File: src/rtl/arbitro_prioridad_if.sv
// Bus between the fixed-priority arbiter and its four input / four output FIFOs.
// The master modport is the arbiter's view; slave is the surrounding FIFO side.
interface arbitro_prioridad_if #(
   parameter int DW = 10
);
   logic          active;
   logic [DW-1:0] fifo_data_in0;
   logic [DW-1:0] fifo_data_in1;
   logic [DW-1:0] fifo_data_in2;
   logic [DW-1:0] fifo_data_in3;
   logic          empty0;
   logic          empty1;
   logic          empty2;
   logic          empty3;
   logic          almost_full4;
   logic          almost_full5;
   logic          almost_full6;
   logic          almost_full7;
   logic          pop0;
   logic          pop1;
   logic          pop2;
   logic          pop3;
   logic          push4;
   logic          push5;
   logic          push6;
   logic          push7;
   logic [DW-1:0] data_out;
   logic          idle;

   modport master (
      input  active,
      input  fifo_data_in0, fifo_data_in1, fifo_data_in2, fifo_data_in3,
      input  empty0, empty1, empty2, empty3,
      input  almost_full4, almost_full5, almost_full6, almost_full7,
      output pop0, pop1, pop2, pop3,
      output push4, push5, push6, push7,
      output data_out, idle
   );

   modport slave (
      output active,
      output fifo_data_in0, fifo_data_in1, fifo_data_in2, fifo_data_in3,
      output empty0, empty1, empty2, empty3,
      output almost_full4, almost_full5, almost_full6, almost_full7,
      input  pop0, pop1, pop2, pop3,
      input  push4, push5, push6, push7,
      input  data_out, idle
   );
endinterface

File: src/rtl/arbitro_prioridad.sv
// Fixed-priority (0 > 1 > 2 > 3) 4-to-4 router: pops one eligible input word per
// cycle and pushes it, one cycle later, to the output FIFO named by its top two bits.
module arbitro_prioridad #(
   parameter int DW = 10
) (
   input  logic                clk,
   input  logic                reset,
   arbitro_prioridad_if.master bus
);

   typedef enum logic [1:0] {
      ST_IDLE    = 2'd0,
      ST_SERVE   = 2'd1,
      ST_BLOCKED = 2'd2
   } state_t;

   logic [DW-1:0] head_s [4];
   logic [1:0]    dest_s [4];
   logic [3:0]    empty_s;
   logic [3:0]    af_s;
   logic [3:0]    eligible_s;
   logic [3:0]    grant_s;
   logic [1:0]    grant_idx_s;
   logic [DW-1:0] grant_word_s;
   logic [1:0]    grant_dest_s;

   state_t        state_r;
   logic [3:0]    push_r;
   logic [DW-1:0] data_out_r;

   assign head_s[0] = bus.fifo_data_in0;
   assign head_s[1] = bus.fifo_data_in1;
   assign head_s[2] = bus.fifo_data_in2;
   assign head_s[3] = bus.fifo_data_in3;
   assign empty_s   = {bus.empty3, bus.empty2, bus.empty1, bus.empty0};
   assign af_s      = {bus.almost_full7, bus.almost_full6, bus.almost_full5, bus.almost_full4};

   // Eligibility: almost_full is checked combinationally, so a flag rising this cycle blocks this grant.
   always_comb begin
      for (int i = 0; i < 4; i++) begin
         dest_s[i]     = head_s[i][DW-1 -: 2];
         eligible_s[i] = bus.active & ~reset & ~empty_s[i] & ~af_s[dest_s[i]];
      end
   end

   // Priority select over eligible inputs only, so a blocked input never stalls a lower one.
   always_comb begin
      grant_s     = 4'b0000;
      grant_idx_s = 2'd0;
      if (eligible_s[0]) begin
         grant_s     = 4'b0001;
         grant_idx_s = 2'd0;
      end else if (eligible_s[1]) begin
         grant_s     = 4'b0010;
         grant_idx_s = 2'd1;
      end else if (eligible_s[2]) begin
         grant_s     = 4'b0100;
         grant_idx_s = 2'd2;
      end else if (eligible_s[3]) begin
         grant_s     = 4'b1000;
         grant_idx_s = 2'd3;
      end else begin
         grant_s     = 4'b0000;
         grant_idx_s = 2'd0;
      end
   end

   assign grant_word_s = head_s[grant_idx_s];
   assign grant_dest_s = dest_s[grant_idx_s];

   assign bus.pop0 = grant_s[0];
   assign bus.pop1 = grant_s[1];
   assign bus.pop2 = grant_s[2];
   assign bus.pop3 = grant_s[3];

   // Capture stage and FSM; an in-flight word never gates a new grant, the almost-full margin covers it.
   always_ff @(posedge clk) begin
      if (reset) begin
         state_r    <= ST_IDLE;
         push_r     <= 4'b0000;
         data_out_r <= '0;
      end else if (|grant_s) begin
         state_r    <= ST_SERVE;
         push_r     <= 4'b0001 << grant_dest_s;
         data_out_r <= grant_word_s;
      end else if (~&empty_s) begin
         state_r    <= ST_BLOCKED;
         push_r     <= 4'b0000;
         data_out_r <= data_out_r;
      end else begin
         state_r    <= ST_IDLE;
         push_r     <= 4'b0000;
         data_out_r <= data_out_r;
      end
   end

   assign bus.push4    = push_r[0];
   assign bus.push5    = push_r[1];
   assign bus.push6    = push_r[2];
   assign bus.push7    = push_r[3];
   assign bus.data_out = data_out_r;
   // Pure decode of flops: low whenever a push is still going out.
   assign bus.idle     = (state_r == ST_IDLE) && (push_r == 4'b0000);

endmodule

File: src/flat_wrapper.sv
// flat-port wrapper written by rule: the top's interface ports become plain ports
module arbitro_prioridad_flat 
#(
   parameter int DW = 10
)
  (clk, reset, bus_active, bus_fifo_data_in0, bus_fifo_data_in1, bus_fifo_data_in2, bus_fifo_data_in3, bus_empty0, bus_empty1, bus_empty2, bus_empty3, bus_almost_full4, bus_almost_full5, bus_almost_full6, bus_almost_full7, bus_pop0, bus_pop1, bus_pop2, bus_pop3, bus_push4, bus_push5, bus_push6, bus_push7, bus_data_out, bus_idle);
  arbitro_prioridad_if #(.DW(DW)) bus_i ();
  input  logic clk;
  input  logic reset;
  input wire logic [$bits(bus_i.active)-1:0] bus_active;
  input wire logic [$bits(bus_i.fifo_data_in0)-1:0] bus_fifo_data_in0;
  input wire logic [$bits(bus_i.fifo_data_in1)-1:0] bus_fifo_data_in1;
  input wire logic [$bits(bus_i.fifo_data_in2)-1:0] bus_fifo_data_in2;
  input wire logic [$bits(bus_i.fifo_data_in3)-1:0] bus_fifo_data_in3;
  input wire logic [$bits(bus_i.empty0)-1:0] bus_empty0;
  input wire logic [$bits(bus_i.empty1)-1:0] bus_empty1;
  input wire logic [$bits(bus_i.empty2)-1:0] bus_empty2;
  input wire logic [$bits(bus_i.empty3)-1:0] bus_empty3;
  input wire logic [$bits(bus_i.almost_full4)-1:0] bus_almost_full4;
  input wire logic [$bits(bus_i.almost_full5)-1:0] bus_almost_full5;
  input wire logic [$bits(bus_i.almost_full6)-1:0] bus_almost_full6;
  input wire logic [$bits(bus_i.almost_full7)-1:0] bus_almost_full7;
  output wire logic [$bits(bus_i.pop0)-1:0] bus_pop0;
  output wire logic [$bits(bus_i.pop1)-1:0] bus_pop1;
  output wire logic [$bits(bus_i.pop2)-1:0] bus_pop2;
  output wire logic [$bits(bus_i.pop3)-1:0] bus_pop3;
  output wire logic [$bits(bus_i.push4)-1:0] bus_push4;
  output wire logic [$bits(bus_i.push5)-1:0] bus_push5;
  output wire logic [$bits(bus_i.push6)-1:0] bus_push6;
  output wire logic [$bits(bus_i.push7)-1:0] bus_push7;
  output wire logic [$bits(bus_i.data_out)-1:0] bus_data_out;
  output wire logic [$bits(bus_i.idle)-1:0] bus_idle;
  assign bus_i.active = bus_active;
  assign bus_i.fifo_data_in0 = bus_fifo_data_in0;
  assign bus_i.fifo_data_in1 = bus_fifo_data_in1;
  assign bus_i.fifo_data_in2 = bus_fifo_data_in2;
  assign bus_i.fifo_data_in3 = bus_fifo_data_in3;
  assign bus_i.empty0 = bus_empty0;
  assign bus_i.empty1 = bus_empty1;
  assign bus_i.empty2 = bus_empty2;
  assign bus_i.empty3 = bus_empty3;
  assign bus_i.almost_full4 = bus_almost_full4;
  assign bus_i.almost_full5 = bus_almost_full5;
  assign bus_i.almost_full6 = bus_almost_full6;
  assign bus_i.almost_full7 = bus_almost_full7;
  assign bus_pop0 = bus_i.pop0;
  assign bus_pop1 = bus_i.pop1;
  assign bus_pop2 = bus_i.pop2;
  assign bus_pop3 = bus_i.pop3;
  assign bus_push4 = bus_i.push4;
  assign bus_push5 = bus_i.push5;
  assign bus_push6 = bus_i.push6;
  assign bus_push7 = bus_i.push7;
  assign bus_data_out = bus_i.data_out;
  assign bus_idle = bus_i.idle;
  arbitro_prioridad #(.DW(DW)) u_core (.clk(clk), .reset(reset), .bus(bus_i));
endmodule
File: config.mk
export PLATFORM = sky130hd
export DESIGN_NAME = arbitro_prioridad_flat
export DESIGN_NICKNAME = d
export VERILOG_FILES = /design/src/rtl/arbitro_prioridad_if.sv /design/src/rtl/arbitro_prioridad.sv /design/src/flat_wrapper.sv
export SDC_FILE = /design/constraint.sdc
export NUM_CORES = 1
export LEC_CHECK = 0
export BUFFER_PORTS_ARGS = -buffer_cell sky130_fd_sc_hd__buf_2
export CAP_MARGIN = 40
export CORE_MARGIN = 2
export CORE_UTILIZATION = 35
export CTS_BUF_LIST = sky130_fd_sc_hd__clkbuf_8
export DETAILED_ROUTE_END_ITERATION = 6
export PLACE_DENSITY = 0.77
export SYNTH_ARGS = -nofsm -noshare
export SYNTH_HDL_FRONTEND = slang
export SYNTH_SLANG_ARGS = --single-unit
File: constraint.sdc
create_clock -name clk -period 5.16 [get_ports clk]
set_clock_uncertainty 0.15 [all_clocks]
set_input_delay 0.516 -clock clk [delete_from_list [all_inputs] [get_ports clk]]
set_output_delay 0.516 -clock clk [all_outputs]
set_load 0.05 [all_outputs]
=== Word-level counts from Yosys, hierarchy flattened ===
Cells that the tools add are included.

* Input bits: 51
* Logic and storage cells: 61
* Output and inout port bits: 19
* Register bits: 16

* Shift operators: 1
* $lt $le $gt $ge: 5
* Muxes and demuxes: 24
* Bitwise gates (word level): 20
* Reductions and logical operators: 7

{| class="wikitable"
|+ Operators by type and width
! operator !! number
|-
| binary-select mux 10 bit (select 2 bit) || 1
|-
| two-way mux 10 bit || 2
|-
| two-way mux 4 bit || 4
|-
| two-way mux 2 bit || 7
|-
| < comparator 2 x 3 -> 1 bit (second input constant) || 4
|-
| NOT 1 bit || 10
|-
| bitwise AND 1 bit || 9
|-
| binary-select mux 1 bit (select 2 bit) || 4
|-
| two-way mux 1 bit || 5
|-
| OR reduction 5 bit || 1
|-
| binary-select mux 2 bit (select 2 bit) || 1
|-
| zero test 4 bit || 1
|-
| AND reduction 4 bit || 1
|-
| OR reduction 4 bit || 1
|-
| left shift 1 x 2 -> 4 bit (first input constant) || 1
|-
| >= comparator 3 bit (second input constant) || 1
|-
| NOT 2 -> 3 bit || 1
|-
| zero test 2 bit || 1
|-
| OR reduction 2 bit || 1
|-
| logical AND 1 bit || 1
|}

=== Longest topological paths before layout ===
Gate-level depths: netlist (run 1).

* Word-level depth: 13
* Mapped depth: 8

=== Least setup slack after synthesis (run 1) ===
Ideal clock, no wire load.

* Path type: input -> output
* Start: input port bus_fifo_data_in3[8]
* End: output port bus_pop3
* Arrival time: 2.115 ns
* Data required time: 4.494 ns
* Setup slack: 2.379 ns
* Path buffers: 1
* Stages: 5
* Path through: mux4_2 > nor3_2 > nor2b_2 > buf_6 > nor2b_1

* Word-level cells in the longest chain between the ends: 8

{| class="wikitable"
|+ RTL lines
! element !! RTL line !! source
|-
| start: declaration || flat_wrapper.sv:14 || <nowiki>input wire logic [$bits(bus_i.fifo_data_in3)-1:0] bus_fifo_data_in3;</nowiki>
|-
| binary-select mux 1 bit (select 2 bit) || arbitro_prioridad.sv:42 || <nowiki>eligible_s[i] = bus.active & ~reset & ~empty_s[i] & ~af_s[dest_s[i]];</nowiki>
|-
| two-way mux 1 bit (implied by the code) || arbitro_prioridad.sv:42 ||
|-
| NOT 1 bit || arbitro_prioridad.sv:42 ||
|-
| bitwise AND 1 bit || arbitro_prioridad.sv:42 ||
|-
| two-way mux 4 bit || arbitro_prioridad.sv:59 || <nowiki>end else if (eligible_s[3]) begin</nowiki>
|-
| two-way mux 4 bit || arbitro_prioridad.sv:56 || <nowiki>end else if (eligible_s[2]) begin</nowiki>
|-
| two-way mux 4 bit || arbitro_prioridad.sv:53 || <nowiki>end else if (eligible_s[1]) begin</nowiki>
|-
| two-way mux 4 bit || arbitro_prioridad.sv:50 || <nowiki>if (eligible_s[0]) begin</nowiki>
|-
| end: declaration || flat_wrapper.sv:26 || <nowiki>output wire logic [$bits(bus_i.pop3)-1:0] bus_pop3;</nowiki>
|}

Every way passes these cells. The select of a mux whose other input is x is not followed.

=== Final worst setup path (run 1) ===
* Start: input port bus_almost_full7
* End: output port bus_pop3

* Word-level cells in the longest chain between the ends: 8
* Elaborated cells between the ends (all ways): 20

{| class="wikitable"
|+ RTL lines
! element !! RTL line !! source
|-
| start: declaration || flat_wrapper.sv:22 || <nowiki>input wire logic [$bits(bus_i.almost_full7)-1:0] bus_almost_full7;</nowiki>
|-
| binary-select mux 1 bit (select 2 bit) || arbitro_prioridad.sv:42 ||
|-
| two-way mux 1 bit (implied by the code) || arbitro_prioridad.sv:42 ||
|-
| NOT 1 bit || arbitro_prioridad.sv:42 ||
|-
| bitwise AND 1 bit || arbitro_prioridad.sv:42 ||
|-
| two-way mux 4 bit || arbitro_prioridad.sv:59 ||
|-
| two-way mux 4 bit || arbitro_prioridad.sv:56 ||
|-
| two-way mux 4 bit || arbitro_prioridad.sv:53 ||
|-
| two-way mux 4 bit * || arbitro_prioridad.sv:50 ||
|}

Every way passes the cells marked *; elsewhere a longest branch is shown, timed or not. The select of a mux whose other input is x is not followed.

==> results of run 1 <==
[per-stage QoR]
step                power [mW]  hold WS (ns)  cells  util [%]
floorplan               0.2383        0.4715    125         -
global placement        0.2844        0.2796    233     48.90
detailed placement      0.2854        0.2863    233     48.90
CTS                     0.3767        0.2970    236     50.24
global route            0.3916        0.3472    236     50.24
finish                  0.3723        0.2927    236     50.24
[final cells by class]
| class | count | area (sq um) |
|---|---|---|
| Multi-Input combinational cell | 99 | 765.7 |
| Inverter | 5 | 18.77 |
| Tap cell | 44 | 55.05 |
| Timing Repair Buffer | 69 | 345.3 |
| Fill cell | 305 | 1531 |
| Sequential cell | 16 | 320.3 |
| Clock buffer | 3 | 41.29 |
[kinds of logic (layout without fill, tap and decap cells)]
family	after synthesis	count (layout)	share of synthesized area, %
DFF	16	16	27.92
muxes	13	13	16.25
AOI/OAI and AO/OA	44	44	28.57
buffers and inverters	10	77	5.342
and+or+nand+nor	42	42	21.92
[worst min-delay path, delay by kind of cell, from the launching register on]
family	cells	cell delay [ns]
AOI/OAI and AO/OA	1	0.05
DFF	1	0.32
and+or+nand+nor	1	0.05
[per-layer routing]
layer	up-vias	global-route usage [%]	part of all wire, %	wire length [um]
met2	64	32.67	48	1550
met4	0	8.075	1.1	34
met1	591	20.75	41	1330
li1	633	-	-	-
met3	4	3.571	9.4	303
met5	-	0	0	0
[placed cells by master (no fill, tap or decap), drive strengths merged, types with 2 or more instances in the layout]
master  Yosys  final
dfxtp      16     16
or3         2      2
o21a        2      2
mux4        4      4
nor3        6      6
mux2i       7      7
nor2b       3      3
nand3       3      3
a22oi       5      5
o21ai      12     12
a31oi       3      3
inv         4      4
buf         4     69
nor2       11     11
o22ai       2      2
nand2       8      8
a221oi      8      8
clkbuf      1      3
or2         3      3
mux2        2      2
o41ai       4      4
[power groups by stage]
stage / Combinational (mW) / Sequential (mW) / Clock [mW]
global route: 0.152 / 0.142 / 0.0968
finish: 0.142 / 0.141 / 0.0899
detailed placement: 0.141 / 0.144 / 0
CTS: 0.142 / 0.141 / 0.0939
floorplan: 0.0571 / 0.181 / 0
global placement: 0.141 / 0.144 / 0
[registers in the layout, summed over array words and instances, names as in the netlist]
| name | flops |
|---|---|
| u_core.state_r | 2 |
| u_core.bus.data_out | 10 |
| u_core.push_r | 4 |
[how the worst min path moves through the flow]
stage / cells after the start / end / from / slack [ns]
after floorplan: 1 / u_core.bus.data_out[0]$_SDFFE_PP0P_ / reset / 0.47
after global placement: 2 / u_core.bus.data_out[0]$_SDFFE_PP0P_ / u_core.bus.data_out[0]$_SDFFE_PP0P_ / 0.28
after detailed placement: 2 / u_core.bus.data_out[0]$_SDFFE_PP0P_ / u_core.bus.data_out[0]$_SDFFE_PP0P_ / 0.29
after CTS: 2 / u_core.bus.data_out[0]$_SDFFE_PP0P_ / u_core.bus.data_out[0]$_SDFFE_PP0P_ / 0.30
after global routing: 2 / u_core.bus.data_out[1]$_SDFFE_PP0P_ / u_core.bus.data_out[1]$_SDFFE_PP0P_ / 0.35
final: 2 / u_core.bus.data_out[0]$_SDFFE_PP0P_ / u_core.bus.data_out[0]$_SDFFE_PP0P_ / 0.29
==> qor.csv, run 1 <==
stage;metric;value;unit
finish;nNetsFinal;245;
timing;tns;0;ns
logic_synthesis;ys_ff_latch;16;
critical_path;startpoint;bus_almost_full7;
logic_synthesis;syn_nets;176;
critical_path;cp-end-kind;primary output;
global_routing;grtUsageTotal;18.20;%
logic_synthesis;synthArstFlopShare;0;%
global_routing;overflow;0;
logic_synthesis;synth_commonest_cells;16 x dfxtp_1, 10 x nor2_1, 9 x o21ai_0;
drt;drc;0;
logic_synthesis;ys.warnings.count;0;
drt;drt_iter0_drc;52;
clock_tree;clockBufferDepth;2;
drt;first_pass_iters;4;
hold_path;worst_hold_path_type;register to register;
power_and_ir_drop;internal_power;237.0;uW
critical_path;crit_path_start_kind;input port;
timing;rsz0062_at_grt;no;
timing;finalHoldViolations;0;
floorplanning;num_rows;20;
power_and_ir_drop;swShare;36.35;%
timing;worst_slew_pin_slew;0.7840;ns
timing;fmax;325.5;MHz
logic_synthesis;yosysUniqueCellTypes;45;
power_and_ir_drop;combPwrFrac;38.1;%
floorplanning;die_h;61.26;um
logic_synthesis;synth_most_common_cell;dfxtp_1;
critical_path;critical_path_class;input port to primary output;
timing;finalSetupViolations;0;
critical_path;crit_path_end;bus_pop3;
placed_design;pre_cts_ws;2.149;ns
timing;slew_violations;0;
run_status;outcome;finished, final reports clean;
power_and_ir_drop;power_switching;135.3;uW
timing;post-route-min-period;3.073;ns
timing;relSlewSlack;47.45;%
global_routing;antenna_found_initial;0;
clock_tree;clk_pin_slew;0.06;ns
floorplanning;dieArea;0.003752;sq mm
floorplanning;die_w;61.26;um
placed_design;portBuffers;69;
critical_path;cp.buffers_inverters;2;
clock_tree;cts_resized;0;
critical_path;rrSetupSlack;4.00;ns
logic_synthesis;synth-seq-area-share;27.92;%
finish;fin_area;0.001546;sq mm
power_and_ir_drop;power_density;240.7;mW/mm^2
timing;finalCritPeriodShare;59.55;%
floorplanning;start_util;37.28;%
critical_path;path_delay_family;simple AND/OR/NAND/NOR gates;
critical_path;crit_top_cell;buf_2;
critical_path;cp_data_arrival_time;2.41;ns
critical_path;slowest_stage;nor3_2;
finish;area_growth;34.79;%
critical_path;cp_cell_sequence;buf_2 > mux4_2 > nor3_2 > nor2b_2 > nor2b_1 > buf_2;
critical_path;cp_num_cells;6;
critical_path;timing.rr.end;u_core.bus.data_out[9]$_SDFFE_PP0P_;
drt;wl;3.219;mm
clock_tree;cts_setup_buffers;0;
clock_tree;clockRootBuffer;clkbuf_8;
clock_tree;cts-htree-levels;1;
drt;wl_per_cell;13.64;um
critical_path;r2r_start;u_core.bus.data_out[9]$_SDFFE_PP0P_;
drt;vias;1292;
clock_tree;cts_buffers;3;
logic_synthesis;synth_top_area_share;27.92;%
power_and_ir_drop;clkPwrFrac;24.1;%
floorplanning;core_area;0.003078;sq mm
finish;drive_gt1_share;48.44;%
clock_tree;clk_latency;0.24;ns
global_routing;grt_pass1_wl;5.133;mm
critical_path;cp_max_fo;12;
clock_tree;cts_hold_buf;0;
logic_synthesis;synth_top_area_cell;dfxtp_1;
placed_design;place_area;0.001505;sq mm
power_and_ir_drop;p_leak;0.7208;nW
global_routing;grt_max_degree;13;
logic_synthesis;syn_inst;125;
clock_tree;cts_tree;yes;
logic_synthesis;synth_area_leaders;dfxtp_1 28%, mux4_2 7.9%, a221oi_1 6.1%, mux2i_1 5.2%, o21ai_0 3.9%;
logic_synthesis;synth-main-ff-cell;dfxtp_1;
placed_design;hpwl;2.565;mm
critical_path;critPathMaxStageDelay;0.61;ns
drt;vias_per_cell;5.475;
floorplanning;num_io_pins;70;
drt;ant_nets;0;
logic_synthesis;netlist_area;0.001147;sq mm
finish;insertedDiodeCount;0;
placed_design;place.gp.congestion;0.8809;
timing;fin_ws;2.087;ns
critical_path;worstRegToRegCells;2;
run;maxCapViolations;0;
global_routing;grt_pass1_vias;1250;
critical_path;required;4.49;ns
logic_synthesis;synth_area_per_cell;9.179;sq um
logic_synthesis;synth-edff-count;0;
clock_tree;cts_sinks;16;
power_and_ir_drop;vdd_drop_max;0.00007190;V
power_and_ir_drop;power_frac_seq;37.8;%
(Power assumes the default switching activity.)
==> run 2, diff against run 1 <==
Clock period 5.16 ns to 2.93 ns, I/O delays scaled along.
==> run 2 against run 1 <==
Routed wire length grew 0.75%; combinational power up 76%; power increased by 86%; via count is 1.6% lower; sequential share of layout area down 0.28 points; sequential power up 76%; first-iteration DRC count decreased by 44%; largest cell class unchanged.
==> qor.csv, run 2 (synthesized netlist as in run 1, its figures left out) <==
stage;metric;value;unit;change
floorplanning;die_h;61.26;um;unchanged
global_routing;grt_max_degree;13;;unchanged
timing;finalSetupViolations;0;;unchanged
clock_tree;cts_buffers;3;;unchanged
global_routing;grt_pass1_wl;5.168;mm;was 5.133 mm
finish;nFillCells;311;;was 305
clock_tree;cts_sinks;16;;unchanged
run_status;outcome;finished, final reports clean;;unchanged
power_and_ir_drop;power_density;441.2;mW/mm^2;was 240.7 mW/mm^2
finish;final_common_cell;buf_2;;unchanged
power_and_ir_drop;p_total;691.7;uW;was 372.3 uW
finish;largest_reg_flops;10;;unchanged
timing;rsz0062_at_grt;no;;unchanged
drt;wl_per_cell;13.63;um;was 13.64 um
global_routing;grt_pass1_vias;1165;;was 1250
hold_path;min_from;bus_fifo_data_in0[7];;was u_core.bus.data_out[0]$_SDFFE_PP0P_
finish;insertedDiodeCount;0;;unchanged
critical_path;cp_data_arrival_time;1.96;ns;was 2.41 ns
critical_path;startpoint;bus_almost_full7;;unchanged
finish;seq_area;320.3;sq um;unchanged
placed_design;hpwl;2.611;mm;was 2.565 mm
floorplanning;dieArea;0.003752;sq mm;unchanged
critical_path;crit_path_start_kind;input port;;unchanged
power_and_ir_drop;vdd_drop_max;0.0001378;V;was 0.00007190 V
timing;post-route-min-period;2.403;ns;
clock_tree;clk_pin_slew;0.07;ns;was 0.06 ns
clock_tree;clockRootBuffer;clkbuf_8;;unchanged
clock_tree;cts_setup_buffers;0;;unchanged
drt;vias;1271;;was 1292
critical_path;cp-end-kind;primary output;;unchanged
timing;slew_violations;0;;unchanged
placed_design;portBuffers;69;;unchanged
power_and_ir_drop;p_leak;0.7334;nW;was 0.7208 nW
clock_tree;cts_tree;yes;;unchanged
global_routing;grtUsageTotal;18.27;%;was 18.20%
drt;ant_nets;0;;unchanged
finish;multiInputGateArea;765.7;sq um;unchanged
global_routing;overflow;0;;unchanged
critical_path;worstRegToRegCells;2;;unchanged
timing;relSlewSlack;52.58;%;was 47.45%
floorplanning;num_rows;20;;unchanged
drt;drc;0;;unchanged
clock_tree;cts_hold_buf;0;;unchanged
hold_path;holdPathStages;3;;was 2
floorplanning;start_util;37.28;%;unchanged
critical_path;cp_max_fo;10;;was 12
hold_path;worst_hold_path_type;input port to register;;was register to register
placed_design;dp_cells;234;;was 233
critical_path;critical_path_class;input port to primary output;;unchanged
finish;drive_gt1_share;48.97;%;was 48.44%
clock_tree;cts_resized;0;;unchanged
clock_tree;cts-htree-levels;1;;unchanged
drt;vias_per_cell;5.340;;was 5.475
placed_design;place.gp.congestion;0.8249;;was 0.8809
global_routing;antenna_found_initial;0;;unchanged
timing;worst_slew_pin_slew;0.7074;ns;was 0.7840 ns
floorplanning;die_w;61.26;um;unchanged
timing;finalCritPeriodShare;82.02;%;
floorplanning;num_io_pins;70;;unchanged
finish;fin_cells;238;;was 236
timing;fmax;416.1;MHz;
critical_path;r2r_start;u_core.bus.data_out[9]$_SDFFE_PP0P_;;unchanged
timing;tns;0;ns;unchanged
run;maxCapViolations;0;;unchanged
finish;nNetsFinal;246;;was 245
drt;drt_iter0_drc;29;;was 52
clock_tree;clockBufferDepth;2;;unchanged
floorplanning;core_area;0.003078;sq mm;unchanged
timing;holdWs;0.1263;ns;was 0.2927 ns
drt;first_pass_iters;4;;unchanged
critical_path;required;2.49;ns;was 4.49 ns
finish;area_growth;36.64;%;was 34.79%
drt;wl;3.243;mm;was 3.219 mm
timing;finalHoldViolations;0;;unchanged
finish;layout_common_cells;69 x buf_2, 16 x dfxtp_1, 10 x nor2_1;;unchanged
clock_tree;clk_latency;0.25;ns;was 0.24 ns
-- run 2: changes by cell type in the layout (fill, tap and decap cells not counted) --
cell | previous run | this run
clkbuf_8 | 3 | 4
buf_4 | 0 | 1
-- run 2: path summary, 6_finish.rpt --
path	endpoint	slack (ns)
setup / recovery	bus_pop3	0.53
hold / removal	u_core.bus.data_out[7]$_SDFFE_PP0P_	0.13
setup reg to reg	u_core.bus.data_out[9]$_SDFFE_PP0P_	1.75
hold reg to reg	u_core.bus.data_out[0]$_SDFFE_PP0P_	0.30
-- run 2: worst max-delay path: stages --
cell	delay, ns
buf_2	0.15
mux4_2	0.48
nor3_2	0.12
nor2b_2	0.44
nor2b_1	0.20
buf_2	0.27
-- run 2: routing by layer --
layer / track usage [%] / routed length [um]
met5: 0 / 0
met4: 7.764 / 25
met3: 1.681 / 275
met2: 31.16 / 1534
met1: 23.54 / 1407
-- run 2: area by class of cell --
type / instances / share of cell area [%]
clock buffers: 4 / 3.512
multi-input cells: 99 / 48.84
well taps: 44 / 3.512
inverters: 5 / 1.197
flip-flops and latches: 16 / 20.43
repair buffers: 70 / 22.51
-- run 2: report_power, final --
group	switching (mW)	total [mW]	internal, mW
registers	0.00898	0.248	0.240
clock network	0.0746	0.194	0.119
logic	0.162	0.250	0.0874
total	0.246	0.692	0.446
-- run 2: per-stage QoR --
step           area (sq um)  setup slack (ns)  util, %
6_report               1568            0.5268    50.93
5_1_grt                1568            0.4322    50.93
4_1_cts                1568            0.5328    50.93
3_5_place_dp           1513            0.4755    49.15
3_3_place_gp           1513            0.5226    49.15
2_1_floorplan          1147            0.4099        -
